<file path="config.mk">
export PLATFORM = sky130hd
export DESIGN_NAME = ps2_key_ctrl_flat
export DESIGN_NICKNAME = d
export VERILOG_FILES = /design/src/rtl/ps2_key_ctrl_if.sv /design/src/rtl/ps2_key_ctrl.sv /design/src/flat_wrapper.sv
export SDC_FILE = /design/constraint.sdc
export NUM_CORES = 1
export LEC_CHECK = 0
export CORE_MARGIN = 4
export CORE_UTILIZATION = 55
export DETAILED_ROUTE_END_ITERATION = 8
export DONT_BUFFER_PORTS = 1
export PLACE_DENSITY = 0.7
export SKIP_CTS_REPAIR_TIMING = 1
export SLEW_MARGIN = 20
export SYNTH_ARGS = -nofsm -noshare
export SYNTH_HDL_FRONTEND = slang
export SYNTH_SLANG_ARGS = --single-unit
export TNS_END_PERCENT = 30
</file>
<file path="constraint.sdc">
create_clock -name i_clk -period 4.5 [get_ports i_clk]
set_input_delay 0.9 -clock i_clk [delete_from_list [all_inputs] [get_ports i_clk]]
set_output_delay 0.9 -clock i_clk [all_outputs]
set_load 0.05 [all_outputs]
</file>
<file path="src/rtl/ps2_key_ctrl_if.sv">
`default_nettype none
// ============================================================================
//  Module      : ps2_key_ctrl_if
//  Description : Bundle of the PS2 key controller's frame input, event
//                stream and status signals.
//                  i_frame_valid / i_frame   : raw 11-bit frame strobe in
//                  o_evt_valid / i_evt_ready / o_evt : event FIFO head
//                  o_status_stb / o_status_byte      : device status bytes
//                  o_overflow / o_err_cnt / i_clr_status : error reporting
//                master = producer/consumer side, slave = controller side.
//  Revision    : 1.0  initial release
// ============================================================================
interface ps2_key_ctrl_if;
    logic        i_frame_valid;
    logic [10:0] i_frame;
    logic        o_evt_valid;
    logic        i_evt_ready;
    logic [9:0]  o_evt;
    logic        o_status_stb;
    logic [7:0]  o_status_byte;
    logic        o_overflow;
    logic [7:0]  o_err_cnt;
    logic        i_clr_status;

    modport master (
        output i_frame_valid, i_frame, i_evt_ready, i_clr_status,
        input  o_evt_valid, o_evt, o_status_stb, o_status_byte,
               o_overflow, o_err_cnt
    );

    modport slave (
        input  i_frame_valid, i_frame, i_evt_ready, i_clr_status,
        output o_evt_valid, o_evt, o_status_stb, o_status_byte,
               o_overflow, o_err_cnt
    );
endinterface
`default_nettype wire

</file>
<file path="src/rtl/ps2_key_ctrl.sv">
`default_nettype none
// ============================================================================
//  Module      : ps2_key_ctrl
//  Description : PS2 keyboard byte sequencer. Validates 11-bit frames, folds
//                E0/F0 prefixes into {ext, brk, code} events, separates
//                device status bytes, and queues events in a small FIFO.
//                A watchdog drops stale prefixes.
//  Ports       : i_clk  - system clock
//                i_rst  - asynchronous active-high reset
//                bus    - ps2_key_ctrl_if.slave (frame in, events, status)
//  Revision    : 1.0  initial release
// ============================================================================
module ps2_key_ctrl #(
    parameter int FIFO_DEPTH     = 4,
    parameter int TIMEOUT_CYCLES = 100000
) (
    input wire logic       i_clk,
    input wire logic       i_rst,
    ps2_key_ctrl_if.slave  bus
);

    localparam int          c_AW       = $clog2(FIFO_DEPTH);
    localparam int          c_CW       = c_AW + 1;
    localparam logic [19:0] c_TMO_LAST = 20'(TIMEOUT_CYCLES - 1);

    typedef enum logic [1:0] {
        ST_IDLE = 2'd0,
        ST_E0   = 2'd1,
        ST_F0   = 2'd2,
        ST_E0F0 = 2'd3
    } state_t;

    state_t r_state, w_state_nxt;

    logic [19:0]     r_timer;
    logic [9:0]      r_mem [FIFO_DEPTH];
    logic [c_AW-1:0] r_wr_ptr, r_rd_ptr;
    logic [c_CW-1:0] r_count;
    logic            r_status_stb;
    logic [7:0]      r_status_byte;
    logic            r_overflow;
    logic [7:0]      r_err_cnt;

    logic [7:0] w_byte;
    logic       w_good;
    logic       w_is_e0, w_is_f0, w_is_status;
    logic       w_timeout;
    logic       w_evt_push;
    logic [9:0] w_evt_data;
    logic       w_err_inc;
    logic       w_status_hit;
    logic       w_full, w_empty, w_pop, w_push, w_drop;

    // ------------------------------------------------------------------------
    // Frame check: start=0, stop=1, odd parity over data+parity bits
    // ------------------------------------------------------------------------
    assign w_byte      = bus.i_frame[8:1];
    assign w_good      = ~bus.i_frame[0] & bus.i_frame[10] & (^bus.i_frame[9:1]);
    assign w_is_e0     = (w_byte == 8'hE0);
    assign w_is_f0     = (w_byte == 8'hF0);
    assign w_is_status = (w_byte == 8'hFA) || (w_byte == 8'hAA) ||
                         (w_byte == 8'hEE) || (w_byte == 8'hFE);

    // A strobe in the expiry cycle takes priority over the timeout.
    assign w_timeout = (r_state != ST_IDLE) && (r_timer == c_TMO_LAST) &&
                       !bus.i_frame_valid;

    // ------------------------------------------------------------------------
    // Prefix decoder FSM
    // ------------------------------------------------------------------------
    always_ff @(posedge i_clk or posedge i_rst) begin
        if (i_rst) r_state <= ST_IDLE;
        else       r_state <= w_state_nxt;
    end

    always_comb begin
        w_state_nxt  = r_state;
        w_evt_push   = 1'b0;
        w_evt_data   = 10'd0;
        w_err_inc    = 1'b0;
        w_status_hit = 1'b0;
        if (bus.i_frame_valid) begin
            if (!w_good) begin
                w_state_nxt = ST_IDLE;
                w_err_inc   = 1'b1;
            end else begin
                case (r_state)
                    ST_IDLE: begin
                        if (w_is_e0)          w_state_nxt  = ST_E0;
                        else if (w_is_f0)     w_state_nxt  = ST_F0;
                        else if (w_is_status) w_status_hit = 1'b1;
                        else begin
                            w_evt_push = 1'b1;
                            w_evt_data = {2'b00, w_byte};
                        end
                    end
                    ST_E0: begin
                        // Repeated E0 keeps the extended prefix pending.
                        if (w_is_f0)      w_state_nxt = ST_E0F0;
                        else if (w_is_e0) w_state_nxt = ST_E0;
                        else begin
                            w_state_nxt = ST_IDLE;
                            w_evt_push  = 1'b1;
                            w_evt_data  = {2'b10, w_byte};
                        end
                    end
                    ST_F0: begin
                        w_state_nxt = ST_IDLE;
                        if (w_is_e0 || w_is_f0) w_err_inc = 1'b1;
                        else begin
                            w_evt_push = 1'b1;
                            w_evt_data = {2'b01, w_byte};
                        end
                    end
                    default: begin // ST_E0F0
                        w_state_nxt = ST_IDLE;
                        if (w_is_e0 || w_is_f0) w_err_inc = 1'b1;
                        else begin
                            w_evt_push = 1'b1;
                            w_evt_data = {2'b11, w_byte};
                        end
                    end
                endcase
            end
        end else if (w_timeout) begin
            w_state_nxt = ST_IDLE;
            w_err_inc   = 1'b1;
        end
    end

    // ------------------------------------------------------------------------
    // Prefix watchdog: only counts while a prefix is pending
    // ------------------------------------------------------------------------
    always_ff @(posedge i_clk or posedge i_rst) begin
        if (i_rst)                   r_timer <= 20'd0;
        else if (bus.i_frame_valid)  r_timer <= 20'd0;
        else if (w_timeout)          r_timer <= 20'd0;
        else if (r_state != ST_IDLE) r_timer <= r_timer + 20'd1;
        else                         r_timer <= 20'd0;
    end

    // ------------------------------------------------------------------------
    // Event FIFO: a pop in the same cycle frees the slot for a push when full
    // ------------------------------------------------------------------------
    assign w_full  = (r_count == c_CW'(FIFO_DEPTH));
    assign w_empty = (r_count == '0);
    assign w_pop   = ~w_empty & bus.i_evt_ready;
    assign w_push  = w_evt_push & (~w_full | w_pop);
    assign w_drop  = w_evt_push & w_full & ~w_pop;

    always_ff @(posedge i_clk or posedge i_rst) begin
        if (i_rst) begin
            for (int i = 0; i < FIFO_DEPTH; i++) r_mem[i] <= 10'd0;
            r_wr_ptr <= '0;
            r_rd_ptr <= '0;
            r_count  <= '0;
        end else begin
            if (w_push) begin
                r_mem[r_wr_ptr] <= w_evt_data;
                r_wr_ptr        <= r_wr_ptr + c_AW'(1);
            end
            if (w_pop) r_rd_ptr <= r_rd_ptr + c_AW'(1);
            case ({w_push, w_pop})
                2'b10:   r_count <= r_count + c_CW'(1);
                2'b01:   r_count <= r_count - c_CW'(1);
                default: r_count <= r_count;
            endcase
        end
    end

    // ------------------------------------------------------------------------
    // Status byte, overflow and error reporting; a clear beats a new error
    // ------------------------------------------------------------------------
    always_ff @(posedge i_clk or posedge i_rst) begin
        if (i_rst) begin
            r_status_stb  <= 1'b0;
            r_status_byte <= 8'd0;
            r_overflow    <= 1'b0;
            r_err_cnt     <= 8'd0;
        end else begin
            r_status_stb <= w_status_hit;
            if (w_status_hit) r_status_byte <= w_byte;
            if (bus.i_clr_status) begin
                r_overflow <= 1'b0;
                r_err_cnt  <= 8'd0;
            end else begin
                if (w_drop) r_overflow <= 1'b1;
                if (w_err_inc && (r_err_cnt != 8'hFF)) r_err_cnt <= r_err_cnt + 8'd1;
            end
        end
    end

    assign bus.o_evt_valid   = ~w_empty;
    assign bus.o_evt         = r_mem[r_rd_ptr];
    assign bus.o_status_stb  = r_status_stb;
    assign bus.o_status_byte = r_status_byte;
    assign bus.o_overflow    = r_overflow;
    assign bus.o_err_cnt     = r_err_cnt;

endmodule
`default_nettype wire

</file>
<file path="src/flat_wrapper.sv">
// flat-port wrapper written by rule: the top's interface ports become plain ports
module ps2_key_ctrl_flat 
#(
    parameter int FIFO_DEPTH     = 4,
    parameter int TIMEOUT_CYCLES = 100000
)
  (i_clk, i_rst, bus_i_frame_valid, bus_i_frame, bus_i_evt_ready, bus_i_clr_status, bus_o_evt_valid, bus_o_evt, bus_o_status_stb, bus_o_status_byte, bus_o_overflow, bus_o_err_cnt);
  ps2_key_ctrl_if bus_i ();
  input wire logic i_clk;
  input wire logic i_rst;
  input wire logic [$bits(bus_i.i_frame_valid)-1:0] bus_i_frame_valid;
  input wire logic [$bits(bus_i.i_frame)-1:0] bus_i_frame;
  input wire logic [$bits(bus_i.i_evt_ready)-1:0] bus_i_evt_ready;
  input wire logic [$bits(bus_i.i_clr_status)-1:0] bus_i_clr_status;
  output wire logic [$bits(bus_i.o_evt_valid)-1:0] bus_o_evt_valid;
  output wire logic [$bits(bus_i.o_evt)-1:0] bus_o_evt;
  output wire logic [$bits(bus_i.o_status_stb)-1:0] bus_o_status_stb;
  output wire logic [$bits(bus_i.o_status_byte)-1:0] bus_o_status_byte;
  output wire logic [$bits(bus_i.o_overflow)-1:0] bus_o_overflow;
  output wire logic [$bits(bus_i.o_err_cnt)-1:0] bus_o_err_cnt;
  assign bus_i.i_frame_valid = bus_i_frame_valid;
  assign bus_i.i_frame = bus_i_frame;
  assign bus_i.i_evt_ready = bus_i_evt_ready;
  assign bus_i.i_clr_status = bus_i_clr_status;
  assign bus_o_evt_valid = bus_i.o_evt_valid;
  assign bus_o_evt = bus_i.o_evt;
  assign bus_o_status_stb = bus_i.o_status_stb;
  assign bus_o_status_byte = bus_i.o_status_byte;
  assign bus_o_overflow = bus_i.o_overflow;
  assign bus_o_err_cnt = bus_i.o_err_cnt;
  ps2_key_ctrl #(.FIFO_DEPTH(FIFO_DEPTH), .TIMEOUT_CYCLES(TIMEOUT_CYCLES)) u_core (.i_clk(i_clk), .i_rst(i_rst), .bus(bus_i));
endmodule
</file>
==> metrics.yaml, run 1 <==
outcome:
  status: "complete, no violations"
min_path:
  hp-start: "u_core.r_count[2]"
  worst_hold_path.endpoint: "u_core.r_count[2]"
  whs_path_depth: 1
  hp-class: "flop to flop"
grt:
  grtUsageTotal_pct: 18.56
  grt_pass1_vias: 2769
  grt.overflow.total: 0
  grt_pass1_wl_um: 14030
  antenna_found_initial: 0
  grt_max_degree: 58
route:
  wl_per_cell_um: 17.38
  via_per_inst: 5.713
  firstDrtPassIters: 4
  final_antenna_net_count: 0
  vias: 2668
  drc_errors: 0
  drt_iter0_markers: 102
  wirelength_um: 8117
worst_setup_path:
  reg2reg_slack_ns: 2.03
  critPathTopFamily: "adder cells"
  cp-start-kind: "input pin"
  endpoint_kind: "flop"
  r2r-end: "u_core.r_count[2]"
  ff2ff_path_depth: 9
  timing_worst_setup_path_type: "input pin to flop"
  worst_path_max_delay_cell: "nor3b_1"
  cp_data_arrival_time_ns: 3.53
  worst-path-max-fanout: 10
  max_stage_delay_ns: 0.43
  cp.required_ns: 4.78
  timing.rr.start: "u_core.r_count[1]"
  crit_chain: "inv_1, ha_1, xnor3_1, xnor2_2, nand3_4, nor3b_1, inv_1, ha_1, inv_1, fa_1, o21ai_0"
  crit_top_cell: "inv_1"
  crit_buf_inv: 3
clocking:
  cts_tree: "done"
  numCtsBuffers: 9
  root_buffer: "clkbuf_8"
  clkTransAtPathRegs_ns: 0.08
  worstSkewPairLatency_ns: 0.36
  numClockSinks: 87
  htreeDepth: 3
  clock_path_buffers: 2
synth:
  synthFlopType: "dfrtp_1"
  yosysUniqueCellTypes: 43
  syn-num-nets: 388
  synth_edf_count: 0
  async_flop_share_pct: 100.0
  avgSynthCellArea_um2: 12.27
  synth_area_mm2: 0.004354
  synthCells: 355
  yosys_warnings: 0
  synth_seq_cells: 87
  ys_seq_area_share_pct: 50.00
placed_design:
  gp_congestion: 0.8336
  dp_hpwl_um: 5624
  io_buffers: 0
  post-place-cells: 451
timing:
  skew_ns: 0.01110
  relSlewSlack_pct: 48.86
  grt_setup_unrepaired: "false"
  final_hold_viol_count: 0
  worstMarginPinSlew_ns: 0.7671
  finalCriticalPeriod_ns: 3.252
  tns_ns: 0
  finalSetupViolCount: 0
  drv_slew: 0
  fmax_ghz: 0.3075
  min_period_over_period_pct: 72.26
die:
  die-area_mm2: 0.009404
  fp-row-count: 32
  die_h_um: 96.98
  fp.dieW_um: 96.98
  core-area_mm2: 0.007727
  ios: 45
  floorplan.initialDensity_pct: 56.35
pwr:
  total_power_mw: 2.373
  vdd_drop_max_mv: 0.3449
  power_switching_mw: 0.8635
  seq_power_share_pct: 46.4
  p_int_mw: 1.509
  p_leak_nw: 2.107
  p_clk_share_pct: 23.7
  combPwrFrac_pct: 29.9
  swShare_pct: 36.39
  p_per_area_mw_per_mm2: 507.2
flow_run:
  max_cap_viol_count: 0
final_layout:
  diodes: 0
  num-fill-cells: 613
  post-route-util_pct: 60.54
  fin_cells: 467
  drive_above_1_share_pct: 24.38
  area_delta_synth_final_pct: 7.443
  final_nets: 393
## power by group through the flow
stage / Clock (mW) / Combinational (mW) / Sequential (mW)
after floorplan: 0 / 0.684 / 1.04
after global placement: 0 / 0.700 / 1.11
after detailed placement: 0 / 0.718 / 1.12
after CTS: 0.572 / 0.720 / 1.10
after global routing: 0.615 / 0.761 / 1.13
final: 0.563 / 0.709 / 1.10
## synthesized netlist by cell type, drive strengths merged, types with 3 or more instances
cell	n	area share (%)
nor3	8	2.0
and3	6	0.86
o21ai	6	0.69
dfrtp	87	50
a21oi	7	0.80
xnor2	13	2.8
nor2	32	2.8
nand2	18	1.6
ha	16	4.6
mux4	10	5.2
or3	3	0.43
nand4	6	0.86
xor2	13	2.6
clkbuf	7	0.60
nand3	13	1.8
mux2	53	14
nor4	5	0.72
inv	19	1.6
nor2b	5	0.72
or4	3	0.52
## worst max path at each step
| stage | startpoint | end | slack, ns | cells past startpoint |
|---|---|---|---|---|
| after floorplan | bus_i_frame[3] | u_core.r_count[1] | 1.09 | 11 |
| after global placement | bus_i_frame[3] | u_core.r_count[1] | 0.96 | 11 |
| after detailed placement | bus_i_frame[3] | u_core.r_count[1] | 0.85 | 11 |
| after CTS | bus_i_frame[1] | u_core.r_count[2] | 1.25 | 13 |
| after global routing | bus_i_frame[1] | u_core.r_count[1] | 1.09 | 11 |
| final | bus_i_frame[1] | u_core.r_count[1] | 1.25 | 11 |
## flip-flops by register name, indices dropped and copies added, names as in the netlist
signal                    count
u_core.bus.o_overflow         1
u_core.r_count                3
u_core.r_wr_ptr               2
u_core.bus.o_status_byte      8
u_core.r_mem                 40
u_core.r_rd_ptr               2
u_core.r_state                2
u_core.bus.o_status_stb       1
u_core.r_timer               20
u_core.bus.o_err_cnt          8
## per-stage QoR
stage               setup WS [ns]  hold slack, ns  instance area (um^2)
global route                1.085          0.5105                  4678
CTS                         1.250          0.4943                  4677
finish                      1.248          0.4861                  4678
global placement           0.9620          0.4689                  4471
floorplan                   1.085          0.4466                  4354
detailed placement         0.8486          0.4767                  4471
## layer usage
metal	up-vias	GRT usage (%)	wire length, um
met2	47	27.34	3713
met1	1353	26.62	3856
met5	-	0	0
met3	9	6.056	455
met4	0	4.860	91
li1	1259	-	-
## cells by family (layout without fill, tap and decap cells)
logic type | after synthesis | count (layout) | share of synthesized area, %
simple gates | 107 | 107 | 13.68
compound gates | 26 | 26 | 4.023
buf+inv | 28 | 38 | 2.442
mux | 63 | 63 | 18.88
flops | 87 | 87 | 50.00
xor+xnor | 27 | 27 | 5.920
fa+ha+maj | 17 | 17 | 5.057
## cell type report
type	count	area [um^2]	area share (%)
repair buffers	3	22.52	0.4814
flip-flops and latches	87	2177	46.54
well taps	102	127.6	2.728
clock inverters	6	68.82	1.471
clock buffers	10	137.6	2.942
multi-input cells	240	2071	44.26
inverters	19	73.82	1.578
## cells in the final DEF, fill, tap and decap left out, drive strengths merged, types with 7 or more instances in the layout
cell / n
nand3: 13
xor2: 13
nor2: 32
clkbuf: 10
mux2: 53
inv: 20
a21oi: 7
dfrtp: 87
ha: 16
xnor2: 13
nand2: 18
mux4: 10
nor3: 8
Note: power is estimated with default switching activity, not from simulation.
==> inputs of run 2 (changes only) <==
Clock period 4.5 ns to 3.2 ns, I/O delays scaled along.
==> run 2 against run 1 <==
Compared with the run above:
- worst hold slack lost 0.19 ns
- clock-buffer cell count is the same
- flip-flop and latch count is the same
- sequential power grew 41%
- worst setup slack lost 0.72 ns
- clock skew shrank 0.0018 ns
- die area is the same
- via count grew 2.5%
- cell area grew 2.9%
- routed wire length grew 1.6%
- utilization grew 1.7 points
- largest power group unchanged
==> metrics.yaml, run 2 (synthesis results as in run 1) <==
outcome:
  status: "complete, no violations"
min_path:
  hp-class: "input pin to async pin"
final_layout:
  largest_reg_flops: 40  # unchanged
  num-fill-cells: 587  # -4.2%
  top_regs: "u_core.r_mem (40), u_core.r_timer (20)"
  final_nets: 403  # +2.5%
  mostFrequentLayoutCells: "dfrtp_1 (87), mux2_2 (52), nor2_1 (32)"
  final_common_cell: "dfrtp_1"
  drive_above_1_share_pct: 26.40  # +2.0 points
  diodes: 0  # unchanged
  fin_area_mm2: 0.004812  # +2.9%
  top_register: "u_core.r_mem"
  area_delta_synth_final_pct: 10.52
timing:
  grt_setup_unrepaired: "false"
  fmax_ghz: 0.3736
  relSlewSlack_pct: 43.56  # -5.3 points
  final_hold_viol_count: 0  # unchanged
  drv_slew: 0  # unchanged
  skew_ns: 0.009306  # -0.001798 ns
  finalWorstSetupSlack_ns: 0.5236  # -0.7248 ns
  finalCriticalPeriod_ns: 2.676
  worstMarginPinSlew_ns: 0.8467  # +0.07958 ns
  tns_ns: 0  # unchanged
  min_period_over_period_pct: 83.64
  finalSetupViolCount: 0  # unchanged
grt:
  grt_pass1_vias: 2831  # +2.2%
  grt.overflow.total: 0  # unchanged
  grt_pass1_wl_um: 14300  # +2.0%
  antenna_found_initial: 0  # unchanged
  grt_max_degree: 49  # -16%
  grtUsageTotal_pct: 18.84  # +0.27 points
route:
  wirelength_um: 8250  # +1.6%
  final_antenna_net_count: 0  # unchanged
  firstDrtPassIters: 4  # unchanged
  vias: 2736  # +2.5%
  via_per_inst: 5.736  # +0.40%
  drt_iter0_markers: 152  # +49%
  drc_errors: 0  # unchanged
  wl_per_cell_um: 17.30  # -0.49%
clocking:
  numClockSinks: 87  # unchanged
  worstSkewPairLatency_ns: 0.36  # about the same
  cts_tree: "done"
  htreeDepth: 3  # unchanged
  numCtsBuffers: 9  # unchanged
  clkTransAtPathRegs_ns: 0.08  # about the same
  clock_path_buffers: 2  # unchanged
  root_buffer: "clkbuf_8"
pwr:
  p_per_area_mw_per_mm2: 730.9  # +44%
  vdd_drop_max_mv: 0.3397  # -1.5%
  p_leak_nw: 2.188  # +3.8%
die:
  core-area_mm2: 0.007727  # unchanged
  ios: 45  # unchanged
  fp-row-count: 32  # unchanged
  die-area_mm2: 0.009404  # unchanged
  floorplan.initialDensity_pct: 56.35  # unchanged
  die_h_um: 96.98  # unchanged
  fp.dieW_um: 96.98  # unchanged
worst_setup_path:
  cp.required_ns: 3.44  # -1.34 ns
  worst-path-max-fanout: 7  # -3
  endpoint_kind: "flop"
  cp_data_arrival_time_ns: 2.92  # -0.61 ns
  cp-start-kind: "input pin"
  timing_worst_setup_path_type: "input pin to flop"
placed_design:
  dp_hpwl_um: 5755  # +2.3%
  gp_congestion: 0.8264  # -0.86%
  io_buffers: 0  # unchanged
  post-place-ws_ns: 0.1304  # -0.7182 ns
  placed_cell_area_mm2: 0.004558  # +2.0%
flow_run:
  max_cap_viol_count: 0  # unchanged
-- run 2: cell types whose count changed in the layout (fill, tap and decap cells not counted), sizes merged --
| cell | delta |
|---|---|
| clkinvlp | -1 |
| bufinv | +2 |
| buf | +10 |
| inv | -1 |
-- run 2: worst max-delay path, cell delays in order --
cell and delay [ns]:
inv_1 0.04, ha_1 0.27, xnor3_1 0.42, xnor2_2 0.22
nand3_4 0.09, nor3b_1 0.32, inv_1 0.08, ha_1 0.23
inv_1 0.08, fa_1 0.17, xor2_1 0.15, nor2_1 0.06
xor2_1 0.14
-- run 2: path summary, 6_finish.rpt --
check	from	end	slack, ns	cells past startpoint
worst max register to register	u_core.r_timer[0]	u_core.bus.o_err_cnt[7]	0.72	6
worst min-delay path	i_rst	u_core.r_timer[3]	0.30	1
min in group i_clk	bus_i_clr_status	u_core.bus.o_err_cnt[1]	0.33	1
worst min register to register	u_core.r_timer[0]	u_core.r_timer[0]	0.49	1
worst max-delay path	bus_i_frame[3]	u_core.r_count[2]	0.52	13
max in group asynchronous	i_rst	u_core.r_mem[17]	2.22	2
-- run 2: final cells by class --
type / instances / area (um^2) / share of cell area (%)
repair buffers: 13 / 110.1 / 2.288
clock buffers: 10 / 137.6 / 2.860
inverters: 19 / 72.57 / 1.508
multi-input cells: 240 / 2071 / 43.03
flip-flops and latches: 87 / 2177 / 45.24
well taps: 102 / 127.6 / 2.652
clock inverters: 6 / 116.4 / 2.418
-- run 2: through the flow --
step           hold WS (ns)  power (mW)  utilization, %  std cells
5_1_grt              0.3140       3.716           62.27        477
3_3_place_gp         0.4646       2.559           58.99        461
3_5_place_dp         0.4749       2.604           58.99        461
6_report             0.2995       3.517           62.27        477
2_1_floorplan        0.4466       2.423               -        355
4_1_cts              0.3174       3.549           62.27        477
-- run 2: power breakdown --
group          internal [mW]  switching, mW  leakage [nW]
sequential              1.33          0.220          1.16
combinational          0.423          0.593         0.898
clock                  0.546          0.406         0.127
total                   2.30           1.22          2.19
-- run 2: layer usage --
layer  vias to the layer above  track usage (%)  wire, um
li1                       1282                -         -
met2                        63            27.71      3684
met1                      1382            27.36      4015
met4                         0            6.911       111
met5                         -                0         0
met3                         9            4.398       438
==> inputs of run 3 (changes only) <==
Clock period 3.2 ns to 2.8 ns, I/O delays scaled along.
==> run 3 against run 2 <==
Compared with the run above:
- power rose by 11%
- global-route usage barely moved
- critical endpoint unchanged
- via count fell by 0.40%
- cell area rose by 2.4%
- critical path depth fell by 4
- critical path type is now flop to flop
==> metrics.yaml, run 3 (synthesis results as in run 1) <==
outcome:
  status: "complete, no violations"
final_layout:
  final_nets: 412  # +2.2%
  num-fill-cells: 594  # +1.2%
  diodes: 0  # unchanged
  mostFrequentLayoutCells: "dfrtp_1 (87), mux2_2 (52), nor2_1 (32)"
  multi_input_area_mm2: 0.002112  # +2.0%
  top_regs: "u_core.r_mem (40), u_core.r_timer (20)"
  area_delta_synth_final_pct: 13.16
  largest_reg_flops: 40  # unchanged
  seqCellArea_mm2: 0.002177  # unchanged
  final_common_cell: "dfrtp_1"
  drive_above_1_share_pct: 30.21  # +3.8 points
  top_register: "u_core.r_mem"
  fin_cells: 486  # +1.9%
clocking:
  numClockSinks: 87  # unchanged
  numCtsBuffers: 9  # unchanged
  cts_tree: "done"
  htreeDepth: 3  # unchanged
  clock_path_buffers: 2  # unchanged
  worstSkewPairLatency_ns: 0.36  # about the same
  clkTransAtPathRegs_ns: 0.09  # about the same
  root_buffer: "clkbuf_8"
route:
  wl_per_cell_um: 16.88  # -2.4%
  via_per_inst: 5.607  # -2.2%
  drt_iter0_markers: 118  # -22%
  drc_errors: 0  # unchanged
  wirelength_um: 8203  # -0.57%
  vias: 2725  # -0.40%
  firstDrtPassIters: 4  # unchanged
  final_antenna_net_count: 0  # unchanged
timing:
  min_period_over_period_pct: 87.67
  finalCriticalPeriod_ns: 2.455
  relSlewSlack_pct: 60.11  # +17 points
  finalWorstSetupSlack_ns: 0.3453  # -0.1783 ns
  drv_slew: 0  # unchanged
  final_hold_viol_count: 0  # unchanged
  worstMarginPinSlew_ns: 0.5971  # -0.2496 ns
  fmax_ghz: 0.4074
  skew_ns: 0.01434  # +0.005034 ns
  finalSetupViolCount: 0  # unchanged
  tns_ns: 0  # unchanged
  grt_setup_unrepaired: "false"
min_path:
  hp-class: "input pin to async pin"
placed_design:
  dp_hpwl_um: 5890  # +2.3%
  post-place-ws_ns: -0.02026  # -0.1507 ns
  gp_congestion: 0.7753  # -6.2%
  io_buffers: 0  # unchanged
  post-place-cells: 470  # +2.0%
worst_setup_path:
  cp.required_ns: 3.07  # -0.37 ns
  worst-path-max-fanout: 6  # -1
  timing.rr.start: "u_core.r_count[1]"
  cp_data_arrival_time_ns: 2.73  # -0.19 ns
  reg2reg_slack_ns: 0.35  # -0.37 ns
  timing_worst_setup_path_type: "flop to flop"
  cp-start-kind: "flop"
  endpoint_kind: "flop"
  critPathLaunch: "u_core.r_count[1]"
grt:
  antenna_found_initial: 0  # unchanged
  grt_pass1_vias: 2851  # +0.71%
  grt_max_degree: 34  # -31%
  grtUsageTotal_pct: 18.89  # +0.049 points
  grt_pass1_wl_um: 14300  # unchanged
  grt.overflow.total: 0  # unchanged
die:
  die-area_mm2: 0.009404  # unchanged
  die_h_um: 96.98  # unchanged
  fp.dieW_um: 96.98  # unchanged
  core-area_mm2: 0.007727  # unchanged
  floorplan.initialDensity_pct: 56.35  # unchanged
  fp-row-count: 32  # unchanged
  ios: 45  # unchanged
pwr:
  vdd_drop_max_mv: 0.4631  # +36%
  p_leak_nw: 2.213  # +1.2%
  p_per_area_mw_per_mm2: 795.5  # +8.8%
flow_run:
  max_cap_viol_count: 0  # unchanged
[run 3: critical path, stage by stage (launching register included)]
cell and delay (ns):
dfrtp_1 0.41, or4b_1 0.66, nor3b_4 0.22, inv_1 0.06
ha_2 0.19, inv_2 0.04, fa_2 0.35, xor2_1 0.16
nor2_1 0.13, xor2_1 0.15
[run 3: path summary, 6_finish.rpt]
kind / cells past startpoint / end
setup / recovery: 9 / u_core.r_count[2]
hold / removal: 1 / u_core.bus.o_err_cnt[1]
setup reg to reg: 9 / u_core.r_count[2]
hold reg to reg: 1 / u_core.r_count[2]
max in group asynchronous: 2 / u_core.r_timer[9]
min in group i_clk: 1 / u_core.bus.o_err_cnt[4]
[run 3: power breakdown]
group	switching, mW	internal, mW	total (mW)
clock	0.441	0.500	0.941
combinational	0.746	0.522	1.27
sequential	0.190	1.52	1.71
[run 3: area by class of cell]
class | count | share of cell area, %
Clock inverter | 6 | 1.727
Clock buffer | 10 | 2.590
Sequential cell | 87 | 44.18
Tap cell | 102 | 2.590
Multi-Input combinational cell | 240 | 42.86
Inverter | 19 | 1.676
Timing Repair Buffer | 22 | 4.368
[run 3: per-layer routing]
| layer | vias up | GRT usage (%) | share of wire [%] |
|---|---|---|---|
| li1 | 1304 | - | - |
| met1 | 1362 | 25.74 | 47 |
| met2 | 46 | 29.46 | 47 |
| met3 | 13 | 3.893 | 3.6 |
| met4 | 0 | 7.991 | 1.9 |
| met5 | - | 0 | 0 |
[run 3: metrics by stage]
step	power, mW	util, %	area, um^2	hold slack [ns]
after detailed placement	3.024	61.01	4715	0.4748
after floorplan	2.785	-	4407	0.4435
final	3.920	63.76	4927	0.1303
after CTS	3.965	63.76	4927	0.1351
after global placement	2.977	61.01	4715	0.4638
after global routing	4.140	63.76	4927	0.1599
